<file path="src/rtl/noc_test_node_pkg.sv">
// Shared definitions for the NoC self-test endpoint: flit width, header field
// layout, sender FSM state encoding and flit pack helpers.
package noc_test_node_pkg;

    localparam int unsigned Noc_Data_Width = 32;

    // Header / body field offsets and widths
    localparam int unsigned COORD_W    = 4;
    localparam int unsigned DEST_Y_LSB = 0;
    localparam int unsigned DEST_X_LSB = 4;
    localparam int unsigned SRC_Y_LSB  = 8;
    localparam int unsigned SRC_X_LSB  = 12;
    localparam int unsigned SEQ_LSB    = 16;
    localparam int unsigned SEQ_W      = 8;
    localparam int unsigned IDX_LSB    = 0;
    localparam int unsigned FIDX_W     = 8;

    typedef enum logic [1:0] {
        ST_WAIT = 2'd0,
        ST_SEND = 2'd1,
        ST_DONE = 2'd2
    } send_state_e;

    // Header flit payload, MSB first
    typedef struct packed {
        logic [7:0]         rsvd;
        logic [SEQ_W-1:0]   seq;
        logic [COORD_W-1:0] src_x;
        logic [COORD_W-1:0] src_y;
        logic [COORD_W-1:0] dest_x;
        logic [COORD_W-1:0] dest_y;
    } noc_header_t;

    // Body / tail flit payload, MSB first
    typedef struct packed {
        logic [7:0]        rsvd_hi;
        logic [SEQ_W-1:0]  seq;
        logic [7:0]        rsvd_lo;
        logic [FIDX_W-1:0] idx;
    } noc_body_t;

    function automatic logic [Noc_Data_Width-1:0] pack_header(
        input logic [COORD_W-1:0] dest_x,
        input logic [COORD_W-1:0] dest_y,
        input logic [COORD_W-1:0] src_x,
        input logic [COORD_W-1:0] src_y,
        input logic [SEQ_W-1:0]   seq
    );
        noc_header_t h;
        h        = '0;
        h.dest_x = dest_x;
        h.dest_y = dest_y;
        h.src_x  = src_x;
        h.src_y  = src_y;
        h.seq    = seq;
        return h;
    endfunction

    function automatic logic [Noc_Data_Width-1:0] pack_body(
        input logic [SEQ_W-1:0]  seq,
        input logic [FIDX_W-1:0] idx
    );
        noc_body_t b;
        b     = '0;
        b.seq = seq;
        b.idx = idx;
        return b;
    endfunction

endpackage

</file>
<file path="src/rtl/noc_test_node_sink.sv">
// Receive side of the test node: always-ready flit sink that latches the
// destination match on each header and counts matched tails (saturating).
// Ports: noc_clk/noc_rst_n (sync, active-high); receive_* handshake from the
// router; receive_num = matched packets received.
module noc_test_node_sink
    import noc_test_node_pkg::*;
#(
    parameter int unsigned X_ID       = 0,
    parameter int unsigned Y_ID       = 0,
    parameter int unsigned DATA_WIDTH = Noc_Data_Width
) (
    input  logic                  noc_clk,
    input  logic                  noc_rst_n,
    input  logic                  receive_valid,
    output logic                  receive_ready,
    input  logic [DATA_WIDTH-1:0] receive_flit,
    input  logic                  receive_is_header,
    input  logic                  receive_is_tail,
    output logic [7:0]            receive_num
);

    logic xfer_c;
    logic hdr_match_c;
    logic pkt_match_c;
    logic match_q;
    logic unused_flit_bits;

    assign xfer_c      = receive_valid & receive_ready;
    assign hdr_match_c = (receive_flit[DEST_X_LSB +: COORD_W] == COORD_W'(X_ID)) &&
                         (receive_flit[DEST_Y_LSB +: COORD_W] == COORD_W'(Y_ID));
    // A single-flit packet uses its own header's match result
    assign pkt_match_c = receive_is_header ? hdr_match_c : match_q;

    // Only the destination fields matter to the sink
    assign unused_flit_bits = ^receive_flit[DATA_WIDTH-1:DEST_X_LSB+COORD_W];

    // Handshake, match latch and saturating packet counter
    always_ff @(posedge noc_clk) begin
        if (noc_rst_n) begin
            receive_ready <= 1'b0;
            match_q       <= 1'b0;
            receive_num   <= 8'd0;
        end else begin
            receive_ready <= 1'b1;
            if (xfer_c && receive_is_header) begin
                match_q <= hdr_match_c;
            end
            if (xfer_c && receive_is_tail && pkt_match_c && (receive_num != 8'hFF)) begin
                receive_num <= receive_num + 8'd1;
            end
        end
    end

endmodule

</file>
<file path="src/rtl/noc_test_node.sv">
// NoC self-test endpoint: after reset injects NUM_PKTS packets of PKT_LEN
// flits to (DEST_X_ID, DEST_Y_ID), and sinks/counts packets addressed to
// (X_ID, Y_ID).
// Ports: noc_clk/noc_rst_n (sync, active-high); receive_* router->node
// channel; sender_* node->router channel; receive_num matched-packet count.
// All outputs are registered.
module noc_test_node
    import noc_test_node_pkg::*;
#(
    parameter int unsigned X_ID        = 0,
    parameter int unsigned Y_ID        = 0,
    parameter int unsigned DEST_X_ID   = 1,
    parameter int unsigned DEST_Y_ID   = 1,
    parameter int unsigned DATA_WIDTH  = Noc_Data_Width,
    parameter int unsigned PKT_LEN     = 4,
    parameter int unsigned NUM_PKTS    = 16,
    parameter int unsigned START_DELAY = 4,
    parameter int unsigned GAP         = 8
) (
    input  logic                  noc_clk,
    input  logic                  noc_rst_n,
    input  logic                  receive_valid,
    output logic                  receive_ready,
    input  logic [DATA_WIDTH-1:0] receive_flit,
    input  logic                  receive_is_header,
    input  logic                  receive_is_tail,
    output logic                  sender_valid,
    input  logic                  sender_ready,
    output logic [DATA_WIDTH-1:0] sender_flit,
    output logic                  sender_is_header,
    output logic                  sender_is_tail,
    output logic [7:0]            receive_num
);

    localparam int unsigned CNT_MAX  = (START_DELAY > GAP) ? START_DELAY : GAP;
    localparam int unsigned CNT_W    = (CNT_MAX == 0) ? 1 : $clog2(CNT_MAX + 1);
    localparam int unsigned IDX_W    = $clog2(PKT_LEN);
    localparam logic [IDX_W-1:0] LAST_IDX   = IDX_W'(PKT_LEN - 1);
    localparam logic [SEQ_W-1:0] LAST_SEQ   = SEQ_W'(NUM_PKTS - 1);
    localparam logic [CNT_W-1:0] START_LOAD = CNT_W'(START_DELAY);
    // The gap count is loaded on the tail edge itself, which is already the
    // first idle cycle, hence one less than GAP.
    localparam logic [CNT_W-1:0] GAP_LOAD   = CNT_W'((GAP == 0) ? 0 : GAP - 1);

    send_state_e           state_q, state_n;
    logic [CNT_W-1:0]      cnt_q, cnt_n;
    logic [IDX_W-1:0]      idx_q, idx_n;
    logic [SEQ_W-1:0]      seq_q, seq_n;
    logic                  valid_n;
    logic [DATA_WIDTH-1:0] flit_n;
    logic                  hdr_n;
    logic                  tail_n;

    // Flit contents for a given sequence number and in-packet index
    function automatic logic [DATA_WIDTH-1:0] flit_for(
        input logic [SEQ_W-1:0] seq,
        input logic [IDX_W-1:0] idx
    );
        if (idx == '0) begin
            return DATA_WIDTH'(pack_header(COORD_W'(DEST_X_ID), COORD_W'(DEST_Y_ID),
                                           COORD_W'(X_ID), COORD_W'(Y_ID), seq));
        end
        return DATA_WIDTH'(pack_body(seq, FIDX_W'(idx)));
    endfunction

    // Sender state and registered outputs
    always_ff @(posedge noc_clk) begin
        if (noc_rst_n) begin
            state_q          <= ST_WAIT;
            cnt_q            <= START_LOAD;
            idx_q            <= '0;
            seq_q            <= '0;
            sender_valid     <= 1'b0;
            sender_flit      <= '0;
            sender_is_header <= 1'b0;
            sender_is_tail   <= 1'b0;
        end else begin
            state_q          <= state_n;
            cnt_q            <= cnt_n;
            idx_q            <= idx_n;
            seq_q            <= seq_n;
            sender_valid     <= valid_n;
            sender_flit      <= flit_n;
            sender_is_header <= hdr_n;
            sender_is_tail   <= tail_n;
        end
    end

    // Next state and next output values
    always_comb begin
        state_n = state_q;
        cnt_n   = cnt_q;
        idx_n   = idx_q;
        seq_n   = seq_q;
        valid_n = sender_valid;
        flit_n  = sender_flit;
        hdr_n   = sender_is_header;
        tail_n  = sender_is_tail;

        unique case (state_q)
            ST_WAIT: begin
                if (cnt_q == '0) begin
                    state_n = ST_SEND;
                    idx_n   = '0;
                    valid_n = 1'b1;
                    flit_n  = flit_for(seq_q, '0);
                    hdr_n   = 1'b1;
                    tail_n  = 1'b0;
                end else begin
                    cnt_n = cnt_q - CNT_W'(1);
                end
            end
            ST_SEND: begin
                if (sender_valid && sender_ready) begin
                    if (idx_q == LAST_IDX) begin
                        seq_n   = seq_q + SEQ_W'(1);
                        valid_n = 1'b0;
                        flit_n  = '0;
                        hdr_n   = 1'b0;
                        tail_n  = 1'b0;
                        if (seq_q == LAST_SEQ) begin
                            state_n = ST_DONE;
                        end else begin
                            state_n = ST_WAIT;
                            cnt_n   = GAP_LOAD;
                        end
                    end else begin
                        idx_n  = idx_q + IDX_W'(1);
                        flit_n = flit_for(seq_q, idx_q + IDX_W'(1));
                        hdr_n  = 1'b0;
                        tail_n = ((idx_q + IDX_W'(1)) == LAST_IDX);
                    end
                end
            end
            ST_DONE: begin
                valid_n = 1'b0;
                hdr_n   = 1'b0;
                tail_n  = 1'b0;
            end
            default: begin
                state_n = ST_DONE;
                valid_n = 1'b0;
                hdr_n   = 1'b0;
                tail_n  = 1'b0;
            end
        endcase
    end

    noc_test_node_sink #(
        .X_ID       (X_ID),
        .Y_ID       (Y_ID),
        .DATA_WIDTH (DATA_WIDTH)
    ) u_sink (
        .noc_clk           (noc_clk),
        .noc_rst_n         (noc_rst_n),
        .receive_valid     (receive_valid),
        .receive_ready     (receive_ready),
        .receive_flit      (receive_flit),
        .receive_is_header (receive_is_header),
        .receive_is_tail   (receive_is_tail),
        .receive_num       (receive_num)
    );

endmodule

</file>
<file path="config.mk">
export PLATFORM = sky130hd
export DESIGN_NAME = noc_test_node
export DESIGN_NICKNAME = d
export VERILOG_FILES = /design/src/rtl/noc_test_node_pkg.sv /design/src/rtl/noc_test_node_sink.sv /design/src/rtl/noc_test_node.sv
export SDC_FILE = /design/constraint.sdc
export NUM_CORES = 1
export LEC_CHECK = 0
export CAP_MARGIN = 40
export CORE_AREA = 2 2 72 91
export CTS_CLUSTER_SIZE = 12
export DETAILED_ROUTE_END_ITERATION = 10
export DIE_AREA = 0 0 74 93
export PLACE_DENSITY = 0.64
export RECOVER_POWER = 50
export SYNTH_ARGS = -nofsm -noshare
export SYNTH_HDL_FRONTEND = slang
export SYNTH_SLANG_ARGS = --single-unit
export TNS_END_PERCENT = 100
</file>
<file path="constraint.sdc">
create_clock -name noc_clk -period 4.5 [get_ports noc_clk]
set_input_delay 0.45 -clock noc_clk [delete_from_list [all_inputs] [get_ports noc_clk]]
set_output_delay 0.45 -clock noc_clk [all_outputs]
set_load 0.01 [all_outputs]
</file>
; Word-level counts from Yosys, hierarchy flattened
; Cells that the tools add are included.
; W data, S select, Z words.
[word_totals]
output_inout_bits = 44
register_bits = 61
word_cells = 86
[op_classes]
n_eq_ne = 12
reduce_logical = 19
add_sub_neg = 4
muxes = 38
n_bitwise = 2
[ops]
columns = cell, n
row1 = $mux W32, 5
row2 = $pmux W32 S2, 1
row3 = $add A8 B1 Y8 const B, 2
row4 = $mux W4, 4
row5 = $mux W1, 14
row6 = $mux W2, 7
row7 = $logic_not A4 Y1, 3
row8 = $ne A2 B2 Y1 const B, 6
row9 = $reduce_and A3 Y1, 3
row10 = $eq A8 B4 Y1 const B, 1
row11 = $ne A8 B8 Y1 const B, 1
row12 = $pmux W4 S2, 1
row13 = $reduce_and A4 Y1, 2
row14 = $eq A2 B2 Y1 const B, 3
row15 = $logic_and A1 B1 Y1, 6
row16 = $pmux W1 S2, 3
row17 = $pmux W2 S3, 1
row18 = $mux W5, 1
row19 = $reduce_and A5 Y1, 1
row20 = $logic_not A2 Y1, 2
row21 = $pmux W2 S2, 1
row22 = $sub A4 B1 Y4 const B, 1
row23 = $add A2 B1 Y2 const B, 1
row24 = $eq A2 B1 Y1 const B, 1
row25 = 4 further kinds, 4

; Logic depth before layout (Yosys ltp)
; Gate-level depths: netlist of run 1.
[depth]
depth_word = 10
ltp_mapped = 7
depth_no_buf = 6

; Hierarchy
; A second synthesis of run 1 with hierarchy kept.
[unflattened]
hier_cells = 236
hier_area_um2 = 2097.0
[by_module_without_submodules]
columns = module, area_per_inst_um2, cells_per_inst, seq_area_each_um2, instances
row1 = noc_test_node, 1577.8, 178, 600.6, 1
row2 = noc_test_node_sink, 519.2, 58, 200.2, 1

; Least setup slack after synthesis of run 1
; OpenSTA, ideal clock, no wires.
[synth_timing]
path_kind = input to register
from = input port receive_flit[1]
to = register u_sink.receive_num[5]
setup_ps = 121
t_arrival_ps = 1947
stages = 5
setup_slack_ps = 2432
n_path_buf = 1
path_cell_list = or4_4 o21a_1 buf_6 nor4_1 mux2_2
[synth_between]
elab_chain_len = 5
[synth_lines]
columns = element, line
row1 = start: declaration, noc_test_node.sv:24  ; input logic [DATA_WIDTH-1:0] receive_flit,
row2 = $logic_not A4 Y1, noc_test_node_sink.sv:30  ; (receive_flit[DEST_Y_LSB +: COORD_W] == COORD_W'(Y_ID));
row3 = $logic_and A1 B1 Y1, noc_test_node_sink.sv:29  ; assign hdr_match_c = (receive_flit[DEST_X_LSB +: COORD_W] == COORD_W'(X_ID)) &&
row4 = $mux W1, noc_test_node_sink.sv:32  ; assign pkt_match_c = receive_is_header ? hdr_match_c : match_q;
row5 = $logic_and A1 B1 Y1 (2 in series), noc_test_node_sink.sv:48  ; if (xfer_c && receive_is_tail && pkt_match_c && (receive_num != 8'hFF)) begin
row6 = end signal: assignment, noc_test_node_sink.sv:49  ; receive_num <= receive_num + 8'd1;
row7 = end: declaration, noc_test_node_sink.sv:19  ; output logic [7:0] receive_num
; No other way between the ends.
; A chain may end at the register's enable or synchronous reset.

; Worst setup path in the final report of run 1
[layout_timing]
from = input port receive_flit[0]
to = register u_sink.receive_num[5]
; Same word-level chain as after synthesis.

==> results of run 1 <==
metrics by stage:
stage | hold WS [ns] | util, % | area [µm²] | power [W] | worst slack [ns]
CTS | 0.461 | 41.0 | 2480 | 0.000886 | 2.24
finish | 0.452 | 40.9 | 2470 | 0.000868 | 2.22
floorplan | 0.457 | - | 2120 | 0.000581 | 2.43
detailed placement | 0.451 | 39.5 | 2390 | 0.000638 | 1.95
global route | 0.483 | 40.9 | 2470 | 0.000928 | 2.05
global placement | 0.443 | 39.4 | 2380 | 0.000629 | 1.96
worst paths after layout:
path	depth (start not counted)	slack (ns)	from	endpoint
worst max-delay path	5	2.22	receive_flit[0]	u_sink.receive_num[5]
worst min-delay path	2	0.45	sender_flit[16]	sender_flit[16]
worst max register to register	4	2.47	state_q[0]	seq_q[7]
worst min register to register	2	0.45	sender_flit[16]	sender_flit[16]
registers in the layout, indices dropped and copies added (netlist names), 2 cells and up:
register            count
state_q                 2
idx_q                   2
seq_q                   8
u_sink.receive_num      8
sender_flit            11
cnt_q                   4
routing by layer:
layer / global-route usage [%] / vias to the layer above
met5: 0 / -
met1: 16.5 / 803
met2: 21.1 / 44
met4: 5.00 / 0
li1: - / 890
met3: 2.59 / 6
cell type report:
class | count | area share, %
inverter | 8 | 1.21
multi-input combinational | 184 | 43.3
timing repair buffer | 38 | 15.2
tap | 85 | 4.30
clock buffer | 8 | 3.64
sequential | 40 | 32.4
cell usage after synthesis (3+ instances only):
| library cell | n | share of area (%) |
|---|---|---|
| sky130_fd_sc_hd__buf_4 | 22 | 8.1 |
| sky130_fd_sc_hd__o31ai_1 | 5 | 1.8 |
| sky130_fd_sc_hd__xnor2_1 | 4 | 1.7 |
| sky130_fd_sc_hd__nor2b_1 | 3 | 0.92 |
| sky130_fd_sc_hd__nor4_1 | 3 | 0.92 |
| sky130_fd_sc_hd__dfxtp_1 | 40 | 39 |
| sky130_fd_sc_hd__inv_1 | 8 | 1.5 |
| sky130_fd_sc_hd__ha_1 | 6 | 3.7 |
| sky130_fd_sc_hd__nor2_1 | 19 | 3.5 |
| sky130_fd_sc_hd__nand4_1 | 5 | 1.5 |
| sky130_fd_sc_hd__a21oi_1 | 15 | 3.7 |
| sky130_fd_sc_hd__o21ai_0 | 14 | 3.4 |
| sky130_fd_sc_hd__nor3_1 | 9 | 2.2 |
| sky130_fd_sc_hd__clkbuf_1 | 7 | 1.3 |
| sky130_fd_sc_hd__nand3_1 | 18 | 4.4 |
| sky130_fd_sc_hd__nand2_1 | 20 | 3.7 |
| sky130_fd_sc_hd__or4_1 | 4 | 1.5 |
cells by family after synthesis:
logic type | share of synthesized area, %
AO/OA/AOI/OAI | 15.8
XOR/XNOR | 2.57
adder cells (fa/ha/maj) | 3.67
buffers and inverters | 12.0
flip-flops | 39.1
multiplexers | 1.59
other | 0.183
AND/OR/NAND/NOR | 25.0
power breakdown:
group | internal [W] | total, W | switching (W)
sequential | 0.000385 | 0.000416 | 0.0000310
combinational | 0.0000919 | 0.000207 | 0.000115
clock | 0.000125 | 0.000245 | 0.000120
total | 0.000602 | 0.000868 | 0.000267
worst reg2reg max path: cells and delay by family, from the launching register on:
| family | cells | cell delay, ns |
|---|---|---|
| DFF | 1 | 0.49 |
| AOI/OAI and AO/OA | 1 | 0.14 |
| and+or+nand+nor | 3 | 1.32 |
==> results.md, run 1 <==
- The flow ran to the end, and the final reports show no timing, DRC or antenna violations.
- The tool flagged a number of max-cap violations equal to 0.
- Leaving out fill and tap cells, the most frequent cells in the layout are sky130_fd_sc_hd__dfxtp_1, sky130_fd_sc_hd__conb_1, sky130_fd_sc_hd__dlygate4sd3_1.
- After detailed routing, the total wire length is 4170 µm.
- The amount of wire on met3 after detailed routing is around 230 µm.
- Relative to the synthesized area, the layout overhead comes to 20.8%.
- The number of placed instances, taps included, is 355.
- The initial antenna violation count came to 0.
- The layout has 626 filler cells.
- The total length of routed met2 wires is 1980 µm.
- The total count of max-transition violations in the final report is 0.
- Counting I/O delays and the setup requirement, the final critical path takes 2.28 ns.
- The initial standard-cell utilization of the core is 33.9%.
- Together, buffers and inverters on the worst path number 1.
- No sink is reached through more buffers than the 2 on the longest clock path.
- The die outline width is approximately 74 µm.
- The via count of the first global-routing pass is 1,604.
- The post-synthesis cell count is ~250.
- The most used flip-flop cell after synthesis is sky130_fd_sc_hd__dfxtp_1.
- The type of the worst setup path is in2reg.
- In the final layout, flip-flops and latches occupy 801 µm².
- At the worst endpoint, the required time is between 4 and 5 ns.
- The relative slew slack is 39.0%.
- During placement, the flow inserted port buffers numbering 36.
- The number of cell rows is 32.
- The pin count of the biggest net entering global routing is 22.
- 0 antenna diodes ended up in the layout.
- Pin placement for this block handled 82 I/O pins.
- In this run, synthesis inferred 0 flip-flops with an integrated enable.
- Clock tree synthesis inserted a total of 5 buffers.
- The overall routing resource usage is 12.9%.
- The total of flip-flops plus latches after synthesis is 40.
- Yosys printed 0 warnings.
- The layout cell share with drive strength beyond 1 is 5.04%.
- The worst clock skew on the final layout is 0.00681 ns.
- The detailed router put a total of around 1900 µm of wire on met1.
- The multi-input combinational cells in the finished layout cover a total of 0.00107 mm².
- The CTS tree is built.
- The largest individual stage delay along the critical path comes from the cell sky130_fd_sc_hd__or4_1.
- The class of the tightest hold or removal check is reg2reg.
- The final critical path takes up 50.8% of the cycle.
- The CTS clock-pin slew for the worst setup and hold paths is 0.07 ns.
- The post-CTS repair timing setup buffer count is 0.
- The share of flip-flops with an asynchronous set or reset is 0%.
- Hold repair after CTS inserted 0 buffers.
- The kind of start point of the critical path is an input pin.
- The global-route wire length before repair is 7140 µm.
- The via count is approximately 1,700.
- The highest metal layer carrying signal wires in the routed design is met4.
- For the pin with the worst max-slew slack, the measured transition is 0.915 ns.
- The core area is 0.00605 mm².
- The post-cts resize count is 0.
- The maximum cell stage delay along the critical path is 0.56 ns.
- Before antenna repair, the detailed router went through 4 iterations.
- The die covers 0.00688 mm².
- The die span in y is about 93 µm.
- The final cell count without fillers is between 300 and 400.
- The worst-skew pair later-pin latency is 0.29 ns.
- CTS saw 40 sinks.
- The critical path goes through clkdlybuf4s50_1, or4_1, o21a_1, nor4_1, mux2_2.
- The total power density per cell area is 351 mW/mm².
- The family with the most delay on the worst path is simple AND/OR/NAND/NOR gates.
- The wire length per cell after detailed routing is around 11 µm.
- The worst setup path is captured at a flip-flop.
- For this design the static power due to leakage is 0.941 nW.
- For this run, the top clock speed supported by timing is 0.438 GHz.
- The tree is rooted in a sky130_fd_sc_hd__clkbuf_8.
- Sequential cells were found to cover around 39% of the synthesized design area.
- Setup violations remaining at the end of the flow were counted as 0.
- The count of different cell masters after synthesis is 50.
- The routability congestion estimate from global placement is 0.800.
- After legalization and detailed placement, the total HPWL measured 3050 µm.
- Setup repair after global routing left no endpoint under its margin.
- In this run the remaining antenna-violating nets after routing total 0.
- The number of nets in the layout is roughly 320.
- The leftover overflow at the end of global routing is 0.
- The maximum fanout encountered on the critical timing path is 12.
- The first routing iteration left 47 violations.
- Using the TritonRoute via totals, the vias-per-cell ratio works out to 4.80.
- The final setup TNS is 0 ns.
- The average footprint of a synthesized cell is between 8 and 9 µm².
- The arrival time of the worst setup path is 2.47 ns.
- Leaving out fill and tap cells, the most frequent cell in the layout is sky130_fd_sc_hd__dfxtp_1.
- VDD sags by at most between 0.0001 and 0.00015 V.
- The post-synthesis cell area is 0.00205 mm².
- CTS built an H-tree with a depth of 2.
- The final number of hold-violating endpoints is 0.
- For this run, design rule violations remaining after detail routing come to 0.
Note: power is estimated with default switching activity, not from simulation.
==> run 2, diff against run 1 <==
- PLACE_DENSITY: 0.64 -> 0.67
- clock period: 4.5 -> 1.9 ns (I/O delays scaled with it)
==> run 2 against run 1 <==
Compared with the run above:
- clock power increased to 2.8 times the previous value
- setup slack got worse by 2.2 ns
- clock skew increased by 0.0015 ns
- clock-buffer cell count decreased by 2
- final area increased by 7.6%
- power increased to 2.6 times the previous value
- critical path type unchanged
==> results.md, run 2 (synthesis results as in run 1) <==
- The run finished with clean final reports.
- The launch point of the worst reg-to-reg path is cnt_q[1].
- CTS placed an instance of sky130_fd_sc_hd__clkbuf_8 at the clock tree root.
- In this run the count of I/O pins placed on the die edge is 82.
- The worst setup path is launched from an input pin.
- The longest clock path from root to sink contains 2 buffers.
- The worst path uses 98.4% of the clock period.
- Counting I/O delays and the setup requirement, the final critical path takes 1.87 ns.
- Summing all multi-input logic gate instances after layout gives between 0.001 and 0.0015 mm².
- For this run, global-route usage on met2 was measured as 22.4%.
- The maximum cell stage delay along the critical path is ~0.55 ns.
- Of the cells placed in the final design, the portion with a size suffix greater than 1 is 11.9%.
- The initial detailed-routing violation count is 18.
- Compared with the post-synthesis result, the final layout area differs by 30.0%.
- The sequential cells in the finished layout cover a total of 801 µm².
- Summed over all cells, the static leakage comes to 1.05 nW.
- The standard cell with the maximum stage delay on the critical path is sky130_fd_sc_hd__or4_4.
- The total count of max-transition violations in the final report is 0.
- The transition at the pin with the smallest max-transition slack is between 0.8 and 0.9 ns.
- The worst setup path is captured at a flip-flop.
- In this run the worst path has a maximum fanout of 11.
- In this run the worst hold path is classified as reg2reg.
- The via count of the first global-routing pass is 1,679.
- The logic depth of the worst register-to-register path is 8.
- The leftover overflow at the end of global routing is 0.
- The number of clock sinks seen by CTS is 40.
- The final cell count without fillers is 380.
- The overall routing resource usage is 13.2%.
- The top register by number of flip-flops is sender_flit.
- The first global-routing pass estimated 7220 µm of wire.
- The layer carrying the most global-route usage is met2.
- The final-layout fill cell count is 612.
- The number of buffers added by the clock tree synthesis step is 5.
- The detailed-route DRC error count is 0.
- At the later pin of the worst-skew pair, clock insertion delay measures a little under 0.3 ns.
- Across the VDD grid, the largest voltage drop is 0.000512 V.
- The met1 global-route usage is 15.8%.
- During placement, the flow inserted port buffers numbering 36.
- The number of setup violations in the final report is 0.
- Setup repair after global routing could not meet its margin everywhere.
- The final number of hold-violating endpoints is 0.
- In the layout the commonest cells are sky130_fd_sc_hd__dfxtp_1, sky130_fd_sc_hd__conb_1, sky130_fd_sc_hd__dlygate4sd3_1.
- Based on the critical path, the design can be clocked at up to 0.535 GHz.
- Dividing the detail-routed wire length by the instance count gives roughly 11 µm.
- The arrival time of the worst setup path is 2.08 ns.
- The worst setup path is of the in2reg kind.
- The routability congestion estimate from global placement is 0.836.
- The number of cell rows is 32.
- The worst hold path was traced through 2 stages.
- For this run, the detailed router's first-pass iteration total came to 4.
- 0 antenna diodes ended up in the layout.
- The number of nets in the layout is 338.
- The die outline width is 74 µm.
- The required arrival time at the worst endpoint is 2.11 ns.
- Dividing total power by cell area gives a power density of 858 mW/mm².
- In this run the critical register-to-register path is captured at sender_flit[18].
- Clock-pin slew was measured on the worst setup and hold paths at 0.08 ns.
- In this run, placement finished with an instance count of 372.
- The number of maximum-capacitance violations is 0.
- The number of levels in the clock H-tree is 2.
- In this run the most critical hold path is launched from sender_flit[17].
- The met3 usage in global routing is 3.34%.
- Hold timing on the final database bottoms out at a slack of approximately 0.45 ns.
- The pin count of the biggest net entering global routing is 21.
- Dividing the detail-routed via count by the number of cells gives approximately 4.8.
- The initial antenna violation count was 0.
- The path with the worst hold slack has its endpoint at sender_flit[17].
- In the final layout, the registers with the most flip-flops are sender_flit x11, seq_q x8, u_sink.receive_num x8.
- The floorplan step defined a die boundary enclosing between 0.006 and 0.007 mm².
- Detailed placement ended at an HPWL of 3210 µm.
- The routed layout has 1,820 vias.
- The design draws about 0.0023 W.
- The clock arrives with around 0.0083 ns of skew.
- The core area is 0.00605 mm².
- Measured on the finished design, the core utilization comes to 44.0%.
- The library cell used most frequently in the layout, excluding fill and tap cells, is sky130_fd_sc_hd__dfxtp_1.
- The number of nets with antenna violations after detailed routing is 0.
- Timing analysis after detailed placement gives a worst setup slack of -0.345 ns.
- The critical path goes through clkdlybuf4s50_1, or4_4, o21a_4, or4_1, a21oi_1.
- The worst pin sits at a relative slew slack of 41.7%.
- In the post-route analysis, the smallest setup slack over all paths is 0.0313 ns.
- The CTS tree is built.
- Across all register-to-register paths, the minimum setup slack is between 0.15 and 0.2 ns.
- In this run the vertical extent of the chip is 93 µm.
- The initial utilization of the core area, before any placement, comes to 33.9%.
- The total wirelength of the detailed-routed design is roughly 4300 µm.
- The flip-flop count of the largest register after layout is 11.
## run 2: critical path, delay by kind of cell
kind                   cells  cell delay (ns)
AND/OR/NAND/NOR            2             1.06
AO/OA/AOI/OAI              2             0.43
buffers and inverters      1             0.41
## run 2: worst max path at each step
stage               slack, ns               endpoint  depth (start not counted)             from
finish                   0.03  u_sink.receive_num[3]                          5  receive_flit[5]
global route            -0.02               cnt_q[1]                          8         cnt_q[1]
CTS                      0.01  u_sink.receive_num[5]                          5  receive_flit[5]
floorplan                0.03         sender_flit[0]                          7         cnt_q[0]
detailed placement      -0.34  u_sink.receive_num[5]                          5  receive_flit[1]
global placement        -0.32  u_sink.receive_num[5]                          5  receive_flit[1]
## run 2: report_power, final
group / switching, W / total, W / internal, W / leakage [nW]
registers: 0.0000556 / 0.000967 / 0.000911 / 0.324
clock network: 0.000285 / 0.000675 / 0.000390 / 0.0552
logic: 0.000323 / 0.000642 / 0.000319 / 0.675
total: 0.000664 / 0.00228 / 0.00162 / 1.05
## run 2: through the flow
step	cell area, µm²	TNS (ns)
floorplan	2120	0
global placement	2530	-1.69
detailed placement	2530	-1.90
CTS	2640	0
global route	2660	-0.0350
finish	2660	0
## run 2: timing repair
action	4_1_cts	5_1_grt
hold buffers	0	0
buffers inserted	0	0
endpoints found under the setup margin	9	8
gates resized for setup	2	4
## run 2: per-layer routing
| metal | vias to the layer above | part of all wire, % |
|---|---|---|
| li1 | 932 | - |
| met1 | 831 | 43 |
| met2 | 52 | 50 |
| met3 | 5 | 5.3 |
| met4 | 0 | 1.4 |
| met5 | - | 0 |
## run 2: final cells by class
class                      instances  share of cell area, %
inverter                           8                   1.13
tap                               85                   4.00
sequential                        40                   30.1
clock buffer                       6                   2.73
timing repair buffer              55                   19.4
multi-input combinational        184                   41.4
clock inverter                     2                   1.32
==> patch, RTL diff (flow settings as in run 2) <==
The parameter `PKT_LEN` goes from 4 to 2.
--- a/src/rtl/noc_test_node.sv
+++ b/src/rtl/noc_test_node.sv
@@ -12,7 +12,7 @@
     parameter int unsigned DEST_X_ID   = 1,
     parameter int unsigned DEST_Y_ID   = 1,
     parameter int unsigned DATA_WIDTH  = Noc_Data_Width,
-    parameter int unsigned PKT_LEN     = 4,
+    parameter int unsigned PKT_LEN     = 2,
     parameter int unsigned NUM_PKTS    = 16,
     parameter int unsigned START_DELAY = 4,
     parameter int unsigned GAP         = 8
Function: changed (Yosys sat finds a counterexample within 10 cycles, from zero or initial values and one cycle with noc_rst_n high).
==> patch against run 2 <==
Worst hold slack improved by 0.00061 ns; area after synthesis fell by 6.5%; power fell by 2.2%; worst setup slack improved by 0.020 ns; count of clock-buffer cells in the layout rose by 2; final area fell by 6.8%; wire length fell by 3.6%; highest routed layer unchanged; clock power fell by 3.9%; first-iteration DRC count rose to 4.8 times the old value; die area did not move; sequential cell count fell by 2; combinational power barely moved; critical path type unchanged.
==> patch: results (changes against run 2) <==
| Metric | Value |
|---|---|
| Status | `completed (unchanged)` |
| Worst r2r dst | `state_q[1] (was sender_flit[18])` |
| Total number of vias | `1686 (was 1820)` |
| RD Place Congestion | `0.840 (was 0.836)` |
| Crit Reg-Reg Startpoint | `cnt_q[0] (was cnt_q[1])` |
| Worst reg-to-reg path cell count | `6 (was 8)` |
| Top Registers | `sender_flit x10, seq_q x8, u_sink.receive_num x8 (was sender_flit x11, seq_q x8, u_sink.receive_num x8)` |
| Met3 usage | `0.0399 (was 0.0334)` |
| Hold_sp | `sender_flit[19] (was sender_flit[17])` |
| DRT met1 WL | `1.95 mm (was 1.86 mm)` |
| Global Route Usage Sum | `0.122 (was 0.132)` |
| Leak Pwr | `0.991 nW (was 1.05 nW)` |
| Layout cells sized above 1 | `0.124 (was 0.119)` |
| Port Buffers | `35 (was 36)` |
| Final HPWL DP | `2.93 mm (was 3.21 mm)` |
| Placed cell area | `0.00234 mm^2 (was 0.00253 mm^2)` |
| WL final | `4.17 mm (was 4.33 mm)` |
| Distinct cell type count after synthesis | `43 (was 50)` |
| Met1 Resource Use GR | `0.162 (was 0.158)` |
| Initial drt markers | `86 (was 18)` |
| Pre-CTS setup slack | `-0.324 ns (was -0.345 ns)` |
| # fillers | `632 (was 612)` |
| Via density | `4.70 (was 4.79)` |
| Top post-synthesis cells by area | `dfxtp_1 (40%), buf_4 (8.6%), a21oi_1 (7.1%) (was dfxtp_1 (39%), buf_4 (8.1%), nand3_1 (4.4%))` |
| Sequential share of the synthesized area | `0.397 (was 0.391)` |
| Syn Inst Count | `230 (was 245)` |
| Routed wl met2 | `1.94 mm (was 2.18 mm)` |
| Nets | `314 (was 338)` |
| Pin count of the biggest net entering global routing | `31 (was 21)` |
| VDD IR-drop max | `0.437 mV (was 0.512 mV)` |
| R2R Setup Slk | `0.08 ns (was 0.16 ns)` |
| First-pass GRT wire length | `6.71 mm (was 7.22 mm)` |
| Commonest cells post-synth | `dfxtp_1 (38), a21oi_1 (27), buf_4 (22) (was dfxtp_1 (40), buf_4 (22), nand2_1 (20))` |
==> patch: worst max-delay path, delay by kind of cell <==
family,cells,cell delay [ns]
AOI/OAI and AO/OA,2,0.42
buffers and inverters,1,0.40
and+or+nand+nor,2,1.07
==> patch: metrics by stage <==
stage | power, mW | hold slack (ns)
6_report | 2.23 | 0.455
5_1_grt | 2.37 | 0.477
4_1_cts | 2.25 | 0.462
3_5_place_dp | 1.59 | 0.443
3_3_place_gp | 1.58 | 0.446
2_1_floorplan | 1.37 | 0.412
==> patch: cell families after synthesis <==
family	count (synthesis)	synth area share
and+or+nand+nor	92	0.265
AOI/OAI and AO/OA	48	0.146
DFF	38	0.397
buffers and inverters	38	0.122
xor gates and xnor gates	7	0.0320
adders and majority gates	3	0.0196
muxes	3	0.0170
other	1	0.00196
==> patch: timing repair <==
item,4_1_cts,5_1_grt
pin swaps,0,1
hold endpoints to repair,0,0
resized for setup,2,6
setup endpoints to repair,2,12
gates cloned,0,0
==> patch: area by class of cell <==
cell class	count	area, um^2	share of cell area
clock buffers	8	110	0.0444
inverters	6	22.5	0.00908
multi-input cells	175	1030	0.416
flip-flops and latches	38	761	0.307
well taps	85	106	0.0429
repair buffers	47	449	0.181
==> patch: power breakdown <==
group          switching, mW  internal (mW)
combinational          0.326          0.315
sequential            0.0711          0.872
clock                  0.282          0.366
==> patch: how the worst max path moves through the flow <==
stage | end | startpoint | slack, ns
5_1_grt | state_q[1] | cnt_q[1] | -0.02
6_report | u_sink.receive_num[3] | receive_flit[5] | 0.05
3_3_place_gp | u_sink.receive_num[5] | receive_flit[1] | -0.30
2_1_floorplan | state_q[1] | cnt_q[0] | 0.005
3_5_place_dp | u_sink.receive_num[5] | receive_flit[1] | -0.32
4_1_cts | u_sink.receive_num[5] | receive_flit[1] | 0.02
